$ cat config.mk
export PLATFORM = sky130hd
export DESIGN_NAME = mul_div_unit_flat
export DESIGN_NICKNAME = d
export VERILOG_FILES = /design/src/rtl/mul_div_unit_if.sv /design/src/rtl/mul_div_unit.sv /design/src/flat_wrapper.sv
export SDC_FILE = /design/constraint.sdc
export NUM_CORES = 1
export LEC_CHECK = 0
export ABC_CLOCK_PERIOD_IN_PS = 7400
export BUFFER_PORTS_ARGS = -buffer_cell sky130_fd_sc_hd__buf_4
export CORE_ASPECT_RATIO = 0.7
export CORE_MARGIN = 2
export CORE_UTILIZATION = 64
export DETAILED_ROUTE_END_ITERATION = 10
export GPL_TIMING_DRIVEN = 0
export PLACE_DENSITY = 0.86
export SETUP_SLACK_MARGIN = 0.2
export SLEW_MARGIN = 20
export SYNTH_ARGS = -nofsm -noshare
export SYNTH_HDL_FRONTEND = slang
export SYNTH_SLANG_ARGS = --single-unit
$ cat constraint.sdc
create_clock -name clock -period 7.4 [get_ports clock]
set_input_delay 0 -clock clock [delete_from_list [all_inputs] [get_ports clock]]
set_output_delay 0 -clock clock [all_outputs]
set_load 0.03 [all_outputs]
$ cat src/rtl/mul_div_unit_if.sv
// ----------------------------------------------------------------------------
// mul_div_unit_if
//   Bundles the request/response signals of the iterative multiply/divide
//   unit so the EX stage and the unit share one connection.
//   Parameter N : operand width.
//   master modport (EX stage / hazard logic side):
//     drives start, op, signed_op, flush, inA, inB
//     observes busy, done, div_by_zero, hi, lo
//   slave modport (mul_div_unit side): the mirror image.
// ----------------------------------------------------------------------------
interface mul_div_unit_if #(
  parameter int N = 32
);
  logic         start;
  logic         op;
  logic         signed_op;
  logic         flush;
  logic [N-1:0] inA;
  logic [N-1:0] inB;
  logic         busy;
  logic         done;
  logic         div_by_zero;
  logic [N-1:0] hi;
  logic [N-1:0] lo;

  modport master (
    output start, op, signed_op, flush, inA, inB,
    input  busy, done, div_by_zero, hi, lo
  );

  modport slave (
    input  start, op, signed_op, flush, inA, inB,
    output busy, done, div_by_zero, hi, lo
  );
endinterface

$ cat src/rtl/mul_div_unit.sv
// ----------------------------------------------------------------------------
// mul_div_unit
//   Iterative multiply/divide unit beside the ALU. One iteration per clock,
//   N iterations per operation; the result lands in HI/LO on the edge that
//   raises done. busy doubles as the IF/ID/PC stall request.
//
//   Ports:
//     clock : clock, all state on posedge
//     reset : asynchronous, active-low reset
//     io    : mul_div_unit_if.slave
//             start/op/signed_op/flush/inA/inB in,
//             busy/done/div_by_zero/hi/lo out (all registered)
//
//   op = 0 : HI:LO = inA * inB (full 2N-bit product)
//   op = 1 : LO = inA / inB, HI = inA % inB (restoring division)
//
//   Optional feature macro: MULDIV_SIGNED_EN
//     defined   : signed_op = 1 treats operands as two's complement; the
//                 iteration runs on magnitudes and signs are fixed up on
//                 the final edge, so latency is unchanged.
//     undefined : signed_op is ignored, all operations are unsigned.
// ----------------------------------------------------------------------------
module mul_div_unit #(
  parameter int N = 32
) (
  input  logic           clock,
  input  logic           reset,
  mul_div_unit_if.slave  io
);

  localparam int CW = (N > 1) ? $clog2(N) : 1;

  typedef enum logic [1:0] {
    IDLE = 2'd0,
    RUN  = 2'd1,
    DONE = 2'd2
  } state_t;

  state_t         state_r, state_s;
  logic [CW-1:0]  count_r, count_s;
  logic [2*N-1:0] acc_r, acc_s;     // mult: {partial, multiplier}; div: {rem, quotient}
  logic [N-1:0]   opnd_r, opnd_s;   // multiplicand or divisor
  logic           op_r, op_s;
  logic           zero_r, zero_s;   // divide by zero detected at start
  logic           busy_r, busy_s;
  logic           done_r, done_s;
  logic           dbz_r, dbz_s;
  logic [N-1:0]   hi_r, hi_s;
  logic [N-1:0]   lo_r, lo_s;

  logic           accept_s;
  logic [N-1:0]   mag_a_s, mag_b_s;
  logic [N:0]     add_s, rem_sh_s, diff_s;
  logic [2*N-1:0] step_s;
  logic [N-1:0]   res_hi_s, res_lo_s;

  // A start is taken only when no operation is in flight and no flush is pending.
  assign accept_s = io.start && !io.flush && (state_r != RUN);

`ifdef MULDIV_SIGNED_EN
  logic neg_a_s, neg_b_s;
  logic neg_x_r;    // product / quotient must be negated
  logic neg_rem_r;  // remainder follows the dividend sign

  assign neg_a_s = io.signed_op & io.inA[N-1];
  assign neg_b_s = io.signed_op & io.inB[N-1];
  assign mag_a_s = neg_a_s ? -io.inA : io.inA;
  assign mag_b_s = neg_b_s ? -io.inB : io.inB;

  // Sign fix-up flags captured with the operands.
  always_ff @(posedge clock or negedge reset) begin
    if (!reset) begin
      neg_x_r   <= 1'b0;
      neg_rem_r <= 1'b0;
    end else if (accept_s) begin
      neg_x_r   <= neg_a_s ^ neg_b_s;
      neg_rem_r <= neg_a_s;
    end
  end

  // Final-edge sign fix-up of the last iteration's value.
  always_comb begin
    res_hi_s = step_s[2*N-1:N];
    res_lo_s = step_s[N-1:0];
    if (op_r) begin
      res_lo_s = neg_x_r   ? -step_s[N-1:0]   : step_s[N-1:0];
      res_hi_s = neg_rem_r ? -step_s[2*N-1:N] : step_s[2*N-1:N];
    end else begin
      {res_hi_s, res_lo_s} = neg_x_r ? -step_s : step_s;
    end
  end
`else
  logic signed_unused_s;

  assign signed_unused_s = io.signed_op;
  assign mag_a_s  = io.inA;
  assign mag_b_s  = io.inB;
  assign res_hi_s = step_s[2*N-1:N];
  assign res_lo_s = step_s[N-1:0];
`endif

  // One shift-add (multiply) or restoring shift-subtract (divide) iteration.
  always_comb begin
    add_s    = {1'b0, acc_r[2*N-1:N]} + (acc_r[0] ? {1'b0, opnd_r} : {(N+1){1'b0}});
    rem_sh_s = acc_r[2*N-1:N-1];
    diff_s   = rem_sh_s - {1'b0, opnd_r};
    if (op_r) begin
      // diff_s[N] set means the trial subtraction went negative: restore.
      if (diff_s[N]) begin
        step_s = {acc_r[2*N-2:0], 1'b0};
      end else begin
        step_s = {diff_s[N-1:0], acc_r[N-2:0], 1'b1};
      end
    end else begin
      step_s = {add_s, acc_r[N-1:1]};
    end
  end

  // Next-state and registered-output logic.
  always_comb begin
    state_s = state_r;
    count_s = count_r;
    acc_s   = acc_r;
    opnd_s  = opnd_r;
    op_s    = op_r;
    zero_s  = zero_r;
    busy_s  = busy_r;
    done_s  = 1'b0;
    dbz_s   = dbz_r;
    hi_s    = hi_r;
    lo_s    = lo_r;

    if (io.flush) begin
      state_s = IDLE;
      busy_s  = 1'b0;
      count_s = {CW{1'b0}};
    end else if (accept_s) begin
      state_s = RUN;
      count_s = {CW{1'b0}};
      busy_s  = 1'b1;
      op_s    = io.op;
      dbz_s   = 1'b0;
      zero_s  = io.op && (io.inB == {N{1'b0}});
      if (io.op) begin
        acc_s  = {{N{1'b0}}, mag_a_s};
        opnd_s = mag_b_s;
      end else begin
        acc_s  = {{N{1'b0}}, mag_b_s};
        opnd_s = mag_a_s;
      end
    end else begin
      case (state_r)
        IDLE, DONE: begin
          state_s = IDLE;
          busy_s  = 1'b0;
        end
        RUN: begin
          if (zero_r) begin
            // Divide by zero: no iterations, HI/LO untouched.
            state_s = DONE;
            busy_s  = 1'b0;
            done_s  = 1'b1;
            dbz_s   = 1'b1;
          end else begin
            acc_s   = step_s;
            count_s = count_r + CW'(1);
            if (count_r == CW'(N-1)) begin
              state_s = DONE;
              busy_s  = 1'b0;
              done_s  = 1'b1;
              hi_s    = res_hi_s;
              lo_s    = res_lo_s;
            end else begin
              state_s = RUN;
            end
          end
        end
        default: begin
          state_s = IDLE;
          busy_s  = 1'b0;
        end
      endcase
    end
  end

  // State and output registers.
  always_ff @(posedge clock or negedge reset) begin
    if (!reset) begin
      state_r <= IDLE;
      count_r <= {CW{1'b0}};
      acc_r   <= {(2*N){1'b0}};
      opnd_r  <= {N{1'b0}};
      op_r    <= 1'b0;
      zero_r  <= 1'b0;
      busy_r  <= 1'b0;
      done_r  <= 1'b0;
      dbz_r   <= 1'b0;
      hi_r    <= {N{1'b0}};
      lo_r    <= {N{1'b0}};
    end else begin
      state_r <= state_s;
      count_r <= count_s;
      acc_r   <= acc_s;
      opnd_r  <= opnd_s;
      op_r    <= op_s;
      zero_r  <= zero_s;
      busy_r  <= busy_s;
      done_r  <= done_s;
      dbz_r   <= dbz_s;
      hi_r    <= hi_s;
      lo_r    <= lo_s;
    end
  end

  assign io.busy        = busy_r;
  assign io.done        = done_r;
  assign io.div_by_zero = dbz_r;
  assign io.hi          = hi_r;
  assign io.lo          = lo_r;

endmodule

$ cat src/flat_wrapper.sv
// flat-port wrapper written by rule: the top's interface ports become plain ports
module mul_div_unit_flat 
#(
  parameter int N = 32
)
  (clock, reset, io_start, io_op, io_signed_op, io_flush, io_inA, io_inB, io_busy, io_done, io_div_by_zero, io_hi, io_lo);
  mul_div_unit_if #(.N(N)) io_i ();
  input  logic clock;
  input  logic reset;
  input wire logic [$bits(io_i.start)-1:0] io_start;
  input wire logic [$bits(io_i.op)-1:0] io_op;
  input wire logic [$bits(io_i.signed_op)-1:0] io_signed_op;
  input wire logic [$bits(io_i.flush)-1:0] io_flush;
  input wire logic [$bits(io_i.inA)-1:0] io_inA;
  input wire logic [$bits(io_i.inB)-1:0] io_inB;
  output wire logic [$bits(io_i.busy)-1:0] io_busy;
  output wire logic [$bits(io_i.done)-1:0] io_done;
  output wire logic [$bits(io_i.div_by_zero)-1:0] io_div_by_zero;
  output wire logic [$bits(io_i.hi)-1:0] io_hi;
  output wire logic [$bits(io_i.lo)-1:0] io_lo;
  assign io_i.start = io_start;
  assign io_i.op = io_op;
  assign io_i.signed_op = io_signed_op;
  assign io_i.flush = io_flush;
  assign io_i.inA = io_inA;
  assign io_i.inB = io_inB;
  assign io_busy = io_i.busy;
  assign io_done = io_i.done;
  assign io_div_by_zero = io_i.div_by_zero;
  assign io_hi = io_i.hi;
  assign io_lo = io_i.lo;
  mul_div_unit #(.N(N)) u_core (.clock(clock), .reset(reset), .io(io_i));
endmodule
# Word-level counts from Yosys, hierarchy flattened
# Index checks and enable logic that the tools add are counted.
totals:
  ff_bits: 172
  output_inout_bits: 67
  wordCells: 66
  inputBits: 70
classes:
  n_reduce_logical: 13
  bitwise: 3
  mux: 30
  eq_ne: 6
  addsub: 3
op_table:
  columns: ["op", "n"]
  rows:
  - ["2-to-1 mux 64 bit", 5]
  - ["2-to-1 mux 32 bit", 3]
  - ["adder 32 x 33 -> 33 bit", 1]
  - ["subtractor 33 x 32 -> 33 bit", 1]
  - ["logical NOT 32 bit", 1]
  - ["2-to-1 mux 5 bit", 4]
  - ["2-to-1 mux 1 bit", 13]
  - ["2-to-1 mux 2 bit", 5]
  - ["AND reduction 3 bit", 2]
  - ["adder 5 x 1 -> 5 bit, second input constant", 1]
  - ["== test 5 bit, second input constant", 1]
  - ["inequality test 5 x 2 -> 1 bit, second input constant", 1]
  - ["AND reduction 5 bit", 1]
  - ["AND reduction 2 bit", 2]
  - ["nonzero test 2 bit", 2]
  - ["logical AND 1 bit", 3]
  - ["inequality test 3 bit, second input constant", 1]
  - ["NOT 1 bit", 3]
  - ["nonzero test 3 bit", 1]
  - ["== test 2 x 1 -> 1 bit, second input constant", 1]
  - ["inequality test 2 x 1 -> 1 bit, second input constant", 1]
  - ["inequality test 2 bit, second input constant", 1]
  - ["logical NOT 1 bit", 1]

# Logic depth before layout (Yosys ltp)
depth:
  word_depth: 6
  ltp_mapped: 14
  mapped_depth_nobuf: 13

# Least setup slack after synthesis
# Ideal clock, no wire load.
synth_path:
  kind: "reg2reg"
  startpoint: "register u_core.acc_r[0]"
  endpoint: "register u_core.acc_r[55]"
  arrival_ns: 3.200
  t_required_ns: 7.335
  setup_slack_ns: 4.135
  setup_time_ns: 0.065
  period_less_slack_ns: 3.265
  stages_incl_launch_ff: 14
  n_path_buf: 1
  cell_sequence: "dfrtp_1 clkbuf_1 and2_1 ha_1 fa_1 a211oi_1 o211ai_1 a41oi_2 a2111oi_2 nor4_1 nor3_1 mux2_2 a2111oi_0 a31o_2"
synth_between:
  elab_chain_cells: 6
synth_rtl:
  columns: ["item", "line", "text"]
  rows:
  - ["from (decl)", "mul_div_unit.sv:41", "logic [2*N-1:0] acc_r, acc_s;"]
  - ["from (signal assigned)", "mul_div_unit.sv:191", "acc_r <= {(2*N){1'b0}};"]
  - ["from (signal assigned)", "mul_div_unit.sv:203", "acc_r <= acc_s;"]
  - ["2-to-1 mux 32 bit", "mul_div_unit.sv:104", "add_s = {1'b0, acc_r[2*N-1:N]} + (acc_r[0] ? {1'b0, opnd_r} : {(N+1){1'b0}});"]
  - ["adder 32 x 33 -> 33 bit", "mul_div_unit.sv:104", null]
  - ["2-to-1 mux 64 bit", "mul_div_unit.sv:107", "if (op_r) begin"]
  - ["2-to-1 mux 64 bit", "mul_div_unit.sv:158", "if (zero_r) begin"]
  - ["2-to-1 mux 64 bit", "mul_div_unit.sv:152", "case (state_r)"]
  - ["2-to-1 mux 64 bit", "mul_div_unit.sv:137", "end else if (accept_s) begin"]
# Every way passes these cells. The select of a mux whose other input is x is not followed.
# A chain may end at the register's enable or synchronous reset.

# Worst setup path in the final report
layout_path:
  startpoint: "register u_core.acc_r[0]"
  endpoint: "register u_core.hi_r[25] (netlist: u_core.io.hi[25])"
layout_between:
  elab_chain_cells: 3
layout_rtl:
  columns: ["item", "line", "text"]
  rows:
  - ["2-to-1 mux 32 bit", "mul_div_unit.sv:104", null]
  - ["adder 32 x 33 -> 33 bit", "mul_div_unit.sv:104", null]
  - ["2-to-1 mux 64 bit", "mul_div_unit.sv:107", null]
  - ["to (signal assigned)", "mul_div_unit.sv:198", "hi_r <= {N{1'b0}};"]
  - ["to (signal assigned)", "mul_div_unit.sv:210", "hi_r <= hi_s;"]
  - ["to (decl)", "mul_div_unit.sv:48", "logic [N-1:0] hi_r, hi_s;"]
# Every way passes these cells.

==> impl_metrics.env <==
export IMPL_synthFlopType="dfrtp_1"
export IMPL_worstPathArrival_ps=5010
export IMPL_layout_commonest_cell="nand2_1"
export IMPL_drive_above_1_share=0.128
export IMPL_gp_congestion=1.03
export IMPL_setup_viol=0
export IMPL_design_area_sq_mm=0.0150
export IMPL_seq_area_frac_synth=0.356
export IMPL_avgViaCountPerCell=6.88
export IMPL_skew_ps=26.7
export IMPL_maxSlewViolCount=0
export IMPL_hold_viol=1
export IMPL_cp_max_fo=10
export IMPL_cts_sinks=171
export IMPL_yosysWarnings=0
export IMPL_p_total_uw=4970
export IMPL_crit_family="compound AO/OA/AOI/OAI gates"
export IMPL_dpl_cell_area_sq_mm=0.0134
export IMPL_die_h_microns=119
export IMPL_num_rows=41
export IMPL_tightestPinTransition_ps=1120
export IMPL_hp_class="primary input to flip-flop"
export IMPL_start_util=0.659
export IMPL_synth_cell_types=71
export IMPL_syn_nets=1512
export IMPL_vias=12900
export IMPL_critPathBufInv=1
export IMPL_diodes=0
export IMPL_grt_antenna_before_repair=1
export IMPL_maxCapViolations=0
export IMPL_grt_busiest_layer="met2"
export IMPL_netlist_instances=1374
export IMPL_cpPeakStageDelay_ps=710
export IMPL_drtIter0Drc=1915
export IMPL_met3_usage=0.129
export IMPL_leakage_uw=0.00729
export IMPL_grt_pass1_vias=12400
export IMPL_drc=0
export IMPL_drt_wl_total_microns=45400
export IMPL_powerDensity_mw_per_mm2=332
export IMPL_coreArea_sq_mm=0.0182
export IMPL_antenna_left=0
export IMPL_final_period_utilization=0.636
export IMPL_ios=137
export IMPL_run_status="finished with violations"
export IMPL_area_delta_synth_final_pct=24.8
export IMPL_root_buffer="clkbuf_16"
export IMPL_hold_ws_ps=-17.9
export IMPL_clk_insertion_delay_late_ps=460
export IMPL_dieArea_sq_mm=0.0199
export IMPL_port_buffers=135
export IMPL_fmax_mhz=212
export IMPL_violations="negative hold slack"
export IMPL_rsz0062_at_grt="no"
export IMPL_clk_pin_slew_ps=100
export IMPL_relSlewSlack=0.253
export IMPL_synth_edf_count=0
export IMPL_slowest_stage="a2111oi_2"
export IMPL_post_drt_wl_per_cell_microns=24.2
export IMPL_crit_type="flip-flop to flip-flop"
export IMPL_grt_util_met1=0.611
export IMPL_track_usage=0.454
export IMPL_fin_setup_tns_ps=0
export IMPL_cts_max_path_buffers=2
export IMPL_grt_use_met2=0.684
export IMPL_synth_area_sq_mm=0.0120
export IMPL_cts_buffers=17
export IMPL_drt_pre_antenna_iters=6
export IMPL_crit_chain="clkbuf_1 > and2_1 > ha_1 > fa_1 > a211oi_1 > o211ai_1 > a22o_1 > a2111oi_2 > o21ai_0 > xnor2_1 > nor2_1 > a211oi_1 > o21ai_0"
export IMPL_async_flop_share=1.00
export IMPL_die_x_microns=168
export IMPL_synth_avg_cell_area_sq_um=8.74
export IMPL_required_ps=7700
export IMPL_cp_start_kind="flip-flop"
export IMPL_crit_path_end_kind="flip-flop"
export IMPL_hpwlAfterDp_microns=30900
export IMPL_cts_tree="done"
export IMPL_grt_overflow=0
export IMPL_grt_pass1_wl_microns=69300
export IMPL_final_cell_mix="nand2_1, dfrtp_1, buf_4"
export IMPL_grt_max_degree=87
export IMPL_ctsResizeCount=0
export IMPL_max_vdd_ir_drop_v=0.000255
export IMPL_ys_ff_latch=171
export IMPL_fin_crit_ps=4710
export IMPL_htreeDepth=4
export IMPL_finalNetCount=1766
[timing repair]
action / CTS / global route
endpoints found under the setup margin: 0 / 0
buffers inserted: 0 / 0
hold buffers: 99 / 0
endpoints found under the hold margin: 156 / 0
[per-stage QoR]
stage,hold WS (ps),util,cells,worst slack (ps)
6_report,-17.9,0.823,1877,2690
5_1_grt,21.0,0.823,1877,2590
4_1_cts,7.58,0.823,1877,3020
3_5_place_dp,62.0,0.733,1746,3050
3_3_place_gp,216,0.731,1745,3120
2_1_floorplan,-296,-,1374,4140
[worst paths after layout]
| path | slack [ps] | startpoint | to | cells past startpoint |
|---|---|---|---|---|
| setup / recovery | 2690 | u_core.acc_r[0] | u_core.io.hi[25] | 13 |
| hold / removal | -20 | io_inB[1] | u_core.acc_r[1] | 3 |
| setup reg to reg | 2690 | u_core.acc_r[0] | u_core.io.hi[25] | 13 |
| hold reg to reg | 490 | u_core.io.hi[23] | u_core.io.hi[23] | 1 |
| max in group asynchronous | 6350 | reset | u_core.acc_r[9] | 3 |
| min in group asynchronous | 170 | reset | u_core.acc_r[57] | 2 |
[worst min-delay path: stages]
cell and delay (ps):
buf_4 110, mux2i_1 100, o221ai_1 190
[logic make-up after synthesis]
family	share of synthesized area
xor+xnor	0.0394
fa+ha+maj	0.0721
simple gates	0.159
compound gates	0.228
mux	0.102
buf+inv	0.0440
flops	0.356
[routing by layer]
metal / part of all wire / vias to the layer above / routed length (microns)
met4: 0.054 / 0 / 2460
li1: - / 5515 / -
met1: 0.39 / 6090 / 17500
met5: 0 / - / 0
met3: 0.13 / 252 / 5800
met2: 0.43 / 1051 / 19600
[flip-flops by register name, indices dropped and copies added (netlist names)]
name and count:
u_core.acc_r 64, u_core.count_r 5, u_core.io.busy 1, u_core.io.div_by_zero 1, u_core.io.done 1, u_core.io.hi 32, u_core.io.lo 32, u_core.op_r 1
u_core.opnd_r 32, u_core.state_r 1, u_core.zero_r 1
[synthesized netlist by cell type, drive strengths merged, types with 14 or more instances]
library cell / count / area (sq um)
nand2: 186 / 698
dfrtp: 171 / 4280
mux2i: 105 / 1050
and3: 15 / 93.8
nor3: 19 / 95.1
o21ai: 124 / 621
xnor2: 31 / 290
mux2: 15 / 169
o221ai: 32 / 280
inv: 49 / 184
xor2: 20 / 183
a31oi: 20 / 140
nand3: 36 / 180
and2: 39 / 244
nor2: 73 / 274
a21oi: 82 / 414
a21o: 43 / 323
nand4: 14 / 87.6
ha: 66 / 826
buf: 17 / 85.1
clkbuf: 69 / 259
[power breakdown]
part           internal, uW  total, uW  switching [uW]
combinational          1010       2680            1670
sequential             1080       1290             217
clock                   499        999             501
[cell type report]
cell class / count / area (sq um)
Tap cell: 236 / 295
Fill cell: 1110 / 3220
Clock buffer: 17 / 425
Timing Repair Buffer: 235 / 2040
Sequential cell: 171 / 4280
Multi-Input combinational cell: 1068 / 7200
Buffer: 86 / 344
Clock inverter: 15 / 220
Inverter: 49 / 184
Note: power is estimated with default switching activity, not from simulation.
